$ cat src/rtl/baud_tick_gen_pkg.sv
// Shared constants and helpers for the UART baud timing generator (package baud_pkg).
// Fractional-divisor support is enabled in the RTL by defining BAUD_FRAC_EN.
package baud_pkg;

    localparam int MIN_DIV        = 2;
    localparam int DEF_DIV_W      = 16;
    localparam int DEF_OVERSAMPLE = 16;
    localparam int DEF_FRAC_W     = 8;

    // Rounded divisor: clk_hz / (baud * oversample), half-up.
    function automatic int calc_div(longint clk_hz, longint baud, longint oversample);
        longint den;
        den = baud * oversample;
        return int'((clk_hz + den / 2) / den);
    endfunction

    localparam int DEF_DIV  = calc_div(100_000_000, 9600, DEF_OVERSAMPLE);
    localparam int OS_CNT_W = $clog2(DEF_OVERSAMPLE);

endpackage

$ cat src/rtl/baud_tick_gen_prescaler.sv
// Oversample prescaler: cycle counter, glitch-free divisor staging and clamp.
// With BAUD_FRAC_EN defined, adds a fractional accumulator that stretches periods by one cycle.
module baud_prescaler
    import baud_pkg::*;
#(
    parameter int DIV_W       = DEF_DIV_W,
`ifdef BAUD_FRAC_EN
    parameter int FRAC_W      = DEF_FRAC_W,
`endif
    parameter int DEFAULT_DIV = DEF_DIV
) (
    input  logic             clk,
    input  logic             rst,
    input  logic             en,
    input  logic [DIV_W-1:0] div_in,
    input  logic             div_load,
    input  logic             resync,
`ifdef BAUD_FRAC_EN
    input  logic [FRAC_W-1:0] frac_in,
`endif
    output logic             wrap,
    output logic [DIV_W-1:0] div_act
);

    logic [DIV_W-1:0] cnt;
    logic [DIV_W-1:0] div_pend;
    logic [DIV_W-1:0] div_clamped;
    logic [DIV_W-1:0] term;
    logic             pend_valid;

    assign div_clamped = (div_in < DIV_W'(MIN_DIV)) ? DIV_W'(MIN_DIV) : div_in;

`ifdef BAUD_FRAC_EN
    logic [FRAC_W-1:0] acc;
    logic [FRAC_W-1:0] frac_act;
    logic [FRAC_W-1:0] frac_pend;
    logic [FRAC_W:0]   acc_sum;
    logic              stretch;

    assign acc_sum = {1'b0, acc} + {1'b0, frac_act};
    // A carry out of the accumulator makes the following period one cycle longer.
    assign term    = stretch ? div_act : div_act - DIV_W'(1);
`else
    assign term    = div_act - DIV_W'(1);
`endif

    // Resync wins over a coincident wrap, so no tick leaks out on that edge.
    assign wrap = !rst && en && !resync && (cnt == term);

    always_ff @(posedge clk) begin
        if (rst) begin
            cnt        <= '0;
            div_act    <= DIV_W'(DEFAULT_DIV);
            div_pend   <= DIV_W'(DEFAULT_DIV);
            pend_valid <= 1'b0;
`ifdef BAUD_FRAC_EN
            acc        <= '0;
            frac_act   <= '0;
            frac_pend  <= '0;
            stretch    <= 1'b0;
`endif
        end else begin
            if (div_load) begin
                div_pend   <= div_clamped;
                pend_valid <= 1'b1;
`ifdef BAUD_FRAC_EN
                frac_pend  <= frac_in;
`endif
            end

            if (resync) begin
                cnt <= '0;
`ifdef BAUD_FRAC_EN
                acc     <= '0;
                stretch <= 1'b0;
`endif
                if (div_load) begin
                    div_act    <= div_clamped;
                    pend_valid <= 1'b0;
`ifdef BAUD_FRAC_EN
                    frac_act   <= frac_in;
`endif
                end else if (pend_valid) begin
                    div_act    <= div_pend;
                    pend_valid <= 1'b0;
`ifdef BAUD_FRAC_EN
                    frac_act   <= frac_pend;
`endif
                end
            end else if (en) begin
                if (wrap) begin
                    cnt <= '0;
`ifdef BAUD_FRAC_EN
                    acc     <= acc_sum[FRAC_W-1:0];
                    stretch <= acc_sum[FRAC_W];
`endif
                    // A load on this same edge stays pending for the next wrap.
                    if (pend_valid) begin
                        div_act    <= div_pend;
                        pend_valid <= div_load;
`ifdef BAUD_FRAC_EN
                        frac_act   <= frac_pend;
`endif
                    end
                end else begin
                    cnt <= cnt + DIV_W'(1);
                end
            end
        end
    end

endmodule

$ cat src/rtl/baud_tick_gen.sv
// UART baud timing generator: oversample, bit-rate and mid-bit single-cycle enables.
// Define BAUD_FRAC_EN to add the fractional divisor input frac_in.
module baud_tick_gen
    import baud_pkg::*;
#(
    parameter int DIV_W       = DEF_DIV_W,
    parameter int OVERSAMPLE  = DEF_OVERSAMPLE,
`ifdef BAUD_FRAC_EN
    parameter int FRAC_W      = DEF_FRAC_W,
`endif
    parameter int DEFAULT_DIV = DEF_DIV
) (
    input  logic             clk,
    input  logic             rst,
    input  logic             en,
    input  logic [DIV_W-1:0] div_in,
    input  logic             div_load,
    input  logic             resync,
`ifdef BAUD_FRAC_EN
    input  logic [FRAC_W-1:0] frac_in,
`endif
    output logic             os_tick,
    output logic             bit_tick,
    output logic             mid_tick,
    output logic [DIV_W-1:0] div_cur
);

    localparam int OSW = $clog2(OVERSAMPLE);

    logic           wrap;
    logic [OSW-1:0] os_cnt;

    baud_prescaler #(
        .DIV_W       (DIV_W),
`ifdef BAUD_FRAC_EN
        .FRAC_W      (FRAC_W),
`endif
        .DEFAULT_DIV (DEFAULT_DIV)
    ) u_prescaler (
        .clk      (clk),
        .rst      (rst),
        .en       (en),
        .div_in   (div_in),
        .div_load (div_load),
        .resync   (resync),
`ifdef BAUD_FRAC_EN
        .frac_in  (frac_in),
`endif
        .wrap     (wrap),
        .div_act  (div_cur)
    );

    always_ff @(posedge clk) begin
        if (rst) begin
            os_cnt   <= '0;
            os_tick  <= 1'b0;
            bit_tick <= 1'b0;
            mid_tick <= 1'b0;
        end else begin
            os_tick  <= wrap;
            bit_tick <= wrap && (os_cnt == OSW'(OVERSAMPLE - 1));
            mid_tick <= wrap && (os_cnt == OSW'(OVERSAMPLE / 2 - 1));
            if (resync) begin
                os_cnt <= '0;
            end else if (wrap) begin
                os_cnt <= os_cnt + OSW'(1);
            end
        end
    end

endmodule
$ cat config.mk
export PLATFORM = sky130hd
export DESIGN_NAME = baud_tick_gen
export DESIGN_NICKNAME = d
export VERILOG_FILES = /design/src/rtl/baud_tick_gen_pkg.sv /design/src/rtl/baud_tick_gen_prescaler.sv /design/src/rtl/baud_tick_gen.sv
export SDC_FILE = /design/constraint.sdc
export NUM_CORES = 1
export LEC_CHECK = 0
export BUFFER_PORTS_ARGS = -buffer_cell sky130_fd_sc_hd__buf_2
export CAP_MARGIN = 5
export CORE_MARGIN = 5
export CORE_UTILIZATION = 45
export DETAILED_ROUTE_END_ITERATION = 10
export GPL_TIMING_DRIVEN = 1
export PLACE_DENSITY = 0.67
export SETUP_SLACK_MARGIN = 0.2
export SYNTH_ARGS = -nofsm -noshare
export SYNTH_HDL_FRONTEND = slang
export SYNTH_SLANG_ARGS = --single-unit
$ cat constraint.sdc
create_clock -name clk -period 2.83 [get_ports clk]
set_input_delay 0.1415 -clock clk [delete_from_list [all_inputs] [get_ports clk]]
set_output_delay 0.1415 -clock clk [all_outputs]
set_load 0.02 [all_outputs]
==> impl_metrics.xml <==
<?xml version="1.0" encoding="UTF-8"?>
<metrics>
  <group name="outcome">
    <metric name="outcome" unit="">finished with violations</metric>
    <metric name="violations" unit="">negative setup slack</metric>
  </group>
  <group name="finish">
    <metric name="areaGrowthSynthToFinish" unit="%">28.0</metric>
    <metric name="final_net_count" unit="">444</metric>
    <metric name="final-instance-count-excl-fill" unit="">501</metric>
    <metric name="fin_util" unit="">0.582</metric>
    <metric name="drive_gt1_frac" unit="">0.318</metric>
    <metric name="layout.cells.most_common_list" unit="">50 x sky130_fd_sc_hd__dfxtp_1, 43 x sky130_fd_sc_hd__nor2_1, 39 x sky130_fd_sc_hd__buf_2, 30 x sky130_fd_sc_hd__buf_4, 18 x sky130_fd_sc_hd__xor2_1</metric>
    <metric name="layout.cells.most_common" unit="">sky130_fd_sc_hd__dfxtp_1</metric>
    <metric name="antenna_cells" unit="">0</metric>
    <metric name="fin_area" unit="mm^2">0.00389</metric>
  </group>
  <group name="grt">
    <metric name="vias_in_the_first_global_route" unit="">2674</metric>
    <metric name="grt_max_degree" unit="">36</metric>
    <metric name="grt_first_pass_wirelength" unit="mm">12.8</metric>
    <metric name="antenna_found_initial" unit="">0</metric>
    <metric name="grtUsageTotal" unit="">0.185</metric>
    <metric name="globalRoute.totalOverflow" unit="">0</metric>
  </group>
  <group name="setup_path">
    <metric name="crit_path_end_kind" unit="">flop</metric>
    <metric name="cp-start-kind" unit="">flop</metric>
    <metric name="critical_path.max_stage_delay" unit="ns">0.54</metric>
    <metric name="crit_chain" unit="">or4_4 &gt; buf_6 &gt; nor4_4 &gt; mux2i_1 &gt; o31ai_2 &gt; a2111oi_4 &gt; nand2_2 &gt; or4_1 &gt; a21oi_1</metric>
    <metric name="r2r.worst_path.cells" unit="">9</metric>
    <metric name="crit-reg2reg-launch" unit="">u_prescaler.div_act[7]</metric>
    <metric name="crit_family" unit="">simple AND/OR/NAND/NOR gates</metric>
    <metric name="path_buf_inv" unit="">1</metric>
    <metric name="r2r-end" unit="">os_cnt[3]</metric>
    <metric name="endpoint_arrival_time_on_the_critical_path" unit="ns">3.17</metric>
    <metric name="crit_fanout" unit="">6</metric>
    <metric name="critical_path_required" unit="ns">3.09</metric>
    <metric name="critical-path-slowest-cell" unit="">sky130_fd_sc_hd__or4_4</metric>
    <metric name="criticalPathCategory" unit="">flop to flop</metric>
    <metric name="reg2reg_setup_slack" unit="ns">-0.08</metric>
  </group>
  <group name="floorplan">
    <metric name="fp.coreArea" unit="mm^2">0.00668</metric>
    <metric name="die_y" unit="um">92.2</metric>
    <metric name="die_x_extent" unit="um">92.2</metric>
    <metric name="rows" unit="">30</metric>
    <metric name="num_io_pins" unit="">40</metric>
    <metric name="design.die.area" unit="mm^2">0.00849</metric>
    <metric name="floorplan.initialDensity" unit="">0.455</metric>
  </group>
  <group name="pwr">
    <metric name="power.density_cell_area" unit="mW/mm^2">410</metric>
    <metric name="maximum_vdd_ir_drop" unit="uV">295</metric>
    <metric name="power_leakage" unit="nW">1.48</metric>
  </group>
  <group name="clock_tree">
    <metric name="cts.sink_count" unit="">56</metric>
    <metric name="cts_inserted_buffers" unit="">5</metric>
    <metric name="hold_buffers" unit="">0</metric>
    <metric name="htree_num_levels" unit="">2</metric>
    <metric name="clkTransAtPathRegs" unit="ns">0.10</metric>
    <metric name="clock_insertion_delay_worst_skew" unit="ns">0.32</metric>
    <metric name="clockBufferDepth" unit="">2</metric>
    <metric name="cts_tree" unit="">yes</metric>
    <metric name="cts_root_buffer" unit="">sky130_fd_sc_hd__clkbuf_8</metric>
  </group>
  <group name="sta">
    <metric name="tightestPinTransition" unit="ns">0.986</metric>
    <metric name="finalMaxSlewViolations" unit="">0</metric>
    <metric name="setup_viol" unit="">32</metric>
    <metric name="unrepaired_setup_endpoints_after_global_routing" unit="">yes</metric>
    <metric name="fin_crit_sh" unit="">1.03</metric>
    <metric name="fin_ws" unit="ns">-0.0804</metric>
    <metric name="period_minus_slack" unit="ns">2.91</metric>
    <metric name="timing_hold_violations_final" unit="">0</metric>
    <metric name="timing.slew.headroom" unit="">0.342</metric>
    <metric name="fmaxAchievable" unit="GHz">0.344</metric>
    <metric name="finalClockSkew" unit="ns">0.00661</metric>
  </group>
  <group name="place">
    <metric name="placed_cells" unit="">484</metric>
    <metric name="gpl.final_weighted_congestion" unit="">0.810</metric>
    <metric name="place.detailed.hpwl" unit="mm">5.58</metric>
    <metric name="portBuffers" unit="">39</metric>
    <metric name="placed_area" unit="mm^2">0.00358</metric>
  </group>
  <group name="drt">
    <metric name="firstDrtPassIters" unit="">4</metric>
    <metric name="antenna_violating_nets_post_route" unit="">0</metric>
    <metric name="detail_route.iter0.violations" unit="">106</metric>
    <metric name="routed_via_density" unit="">5.50</metric>
    <metric name="drc" unit="">0</metric>
    <metric name="routed_vias" unit="">2758</metric>
    <metric name="wirelength" unit="mm">7.65</metric>
    <metric name="routedWlPerCell" unit="um">15.3</metric>
  </group>
  <group name="logic_synthesis">
    <metric name="yosysSeqAreaShare" unit="">0.369</metric>
    <metric name="postSynthRegisterBits" unit="">56</metric>
    <metric name="synthesis.instances" unit="">356</metric>
    <metric name="synthesis.nets" unit="">380</metric>
    <metric name="synth.distinct_cells" unit="">61</metric>
    <metric name="synth_enable_flop_cells" unit="">0</metric>
    <metric name="number_of_warnings_issued_by_yosys" unit="">0</metric>
    <metric name="avgSynthCellArea" unit="um^2">8.53</metric>
    <metric name="ys.flop_type" unit="">sky130_fd_sc_hd__dfxtp_1</metric>
    <metric name="mappedNetlistArea" unit="mm^2">0.00304</metric>
    <metric name="ys_async_rst_share" unit="">0</metric>
  </group>
  <group name="worst_hold_path">
    <metric name="worst_hold_path.num_cells" unit="">2</metric>
    <metric name="worstHoldEndpoint" unit="">u_prescaler.div_pend[3]</metric>
    <metric name="hold_path.startpoint" unit="">div_in[3]</metric>
    <metric name="worst_hold_path_type" unit="">primary input to flop</metric>
  </group>
  <group name="flow_run">
    <metric name="drv_cap" unit="">0</metric>
  </group>
</metrics>
## routing by layer
metal / share of wire / wire length, um / up-vias / track usage
met2: 0.49 / 3740 / 45 / 0.310
li1: - / - / 1405 / -
met3: 0.035 / 266 / 7 / 0.0336
met5: 0 / 0 / - / 0
met4: 0.012 / 89 / 0 / 0.0458
met1: 0.46 / 3550 / 1301 / 0.246
## through the flow
stage,hold WS [ns],power (mW),setup TNS (ns),setup WS (ns)
6_report,0.0521,1.59,-1.09,-0.0804
5_1_grt,0.0537,1.67,-5.41,-0.196
4_1_cts,0.0507,1.59,-0.703,-0.0632
3_5_place_dp,0.390,1.13,-3.37,-0.144
3_3_place_gp,0.380,1.13,-0.143,-0.0307
2_1_floorplan,0.264,1.03,-0.870,-0.0785
## registers in the layout (all words and copies together) (netlist names)
signal,count
mid_tick,1
u_prescaler.pend_valid,1
u_prescaler.div_pend,16
u_prescaler.cnt,16
os_tick,1
u_prescaler.div_act,16
os_cnt,4
bit_tick,1
## cell usage after synthesis, drive strengths merged (2+ instances only)
cell type / count / share of area
dfxtp: 56 / 0.37
nor2: 44 / 0.054
xor2: 18 / 0.052
clkbuf: 17 / 0.021
o21ai: 17 / 0.029
inv: 16 / 0.020
mux2i: 16 / 0.053
nand2: 15 / 0.019
xnor2: 14 / 0.040
nand3b: 12 / 0.030
a21oi: 11 / 0.018
nor3: 11 / 0.018
nand3: 10 / 0.016
a221oi: 9 / 0.026
nand4: 9 / 0.019
a211o: 5 / 0.014
buf: 5 / 0.0078
nor2b: 5 / 0.010
nor4: 5 / 0.015
or3: 5 / 0.010
and3: 4 / 0.0087
or2: 4 / 0.0082
a211oi: 3 / 0.0074
a31o: 3 / 0.0087
ha: 3 / 0.012
o31ai: 3 / 0.0091
or4: 3 / 0.0099
a2111oi: 2 / 0.0078
a21o: 2 / 0.0054
a311o: 2 / 0.0066
and2: 2 / 0.0041
and4: 2 / 0.0058
nand2b: 2 / 0.0041
o2bb2ai: 2 / 0.0058
o31a: 2 / 0.0058
o32ai: 2 / 0.0058
## layout make-up
| class | instances | area [um^2] |
|---|---|---|
| Inverter | 17 | 71.3 |
| Multi-Input combinational cell | 262 | 1950 |
| Clock buffer | 6 | 72.6 |
| Fill cell | 618 | 2790 |
| Sequential cell | 56 | 1140 |
| Clock inverter | 2 | 16.3 |
| Tap cell | 80 | 100 |
| Timing Repair Buffer | 78 | 548 |
## logic make-up (layout without fill, tap and decap cells)
logic type	after synthesis	count (layout)	synth area share
buffers and inverters	39	103	0.0498
DFF	56	56	0.369
and+or+nand+nor	138	138	0.248
xor gates and xnor gates	32	32	0.0923
AOI/OAI and AO/OA	71	72	0.172
muxes	17	17	0.0564
adders and majority gates	3	3	0.0124
## worst max path at each step
stage,startpoint,end,slack [ns],cells after the start
2_1_floorplan,u_prescaler.div_act[1],os_cnt[3],-0.08,10
5_1_grt,u_prescaler.div_act[7],os_cnt[3],-0.20,9
3_5_place_dp,u_prescaler.div_act[1],os_cnt[3],-0.14,10
4_1_cts,u_prescaler.div_act[1],os_cnt[3],-0.06,10
3_3_place_gp,u_prescaler.div_act[0],u_prescaler.div_act[0],-0.03,9
6_report,u_prescaler.div_act[7],os_cnt[3],-0.08,9
## worst register-to-register path, cell delays in order (launching register included)
cell	delay, ns
sky130_fd_sc_hd__dfxtp_4	0.36
sky130_fd_sc_hd__or4_4	0.54
sky130_fd_sc_hd__buf_6	0.14
sky130_fd_sc_hd__nor4_4	0.34
sky130_fd_sc_hd__mux2i_1	0.28
sky130_fd_sc_hd__o31ai_2	0.10
sky130_fd_sc_hd__a2111oi_4	0.38
sky130_fd_sc_hd__nand2_2	0.17
sky130_fd_sc_hd__or4_1	0.42
sky130_fd_sc_hd__a21oi_1	0.13
## repair_timing
item	4_1_cts	5_1_grt
pin swaps	10	7
endpoints found under the hold margin	0	0
gates resized for setup	21	11
gates cloned	1	1
endpoints found under the setup margin	40	40
buffers inserted	6	1
## where the power goes
| part | switching, mW | total, mW | leakage [nW] | internal, mW |
|---|---|---|---|---|
| Sequential | 0.0264 | 0.844 | 0.458 | 0.818 |
| Combinational | 0.162 | 0.292 | 0.978 | 0.130 |
| Clock | 0.280 | 0.457 | 0.0414 | 0.177 |
No activity file was read; power rests on OpenSTA's default activity.
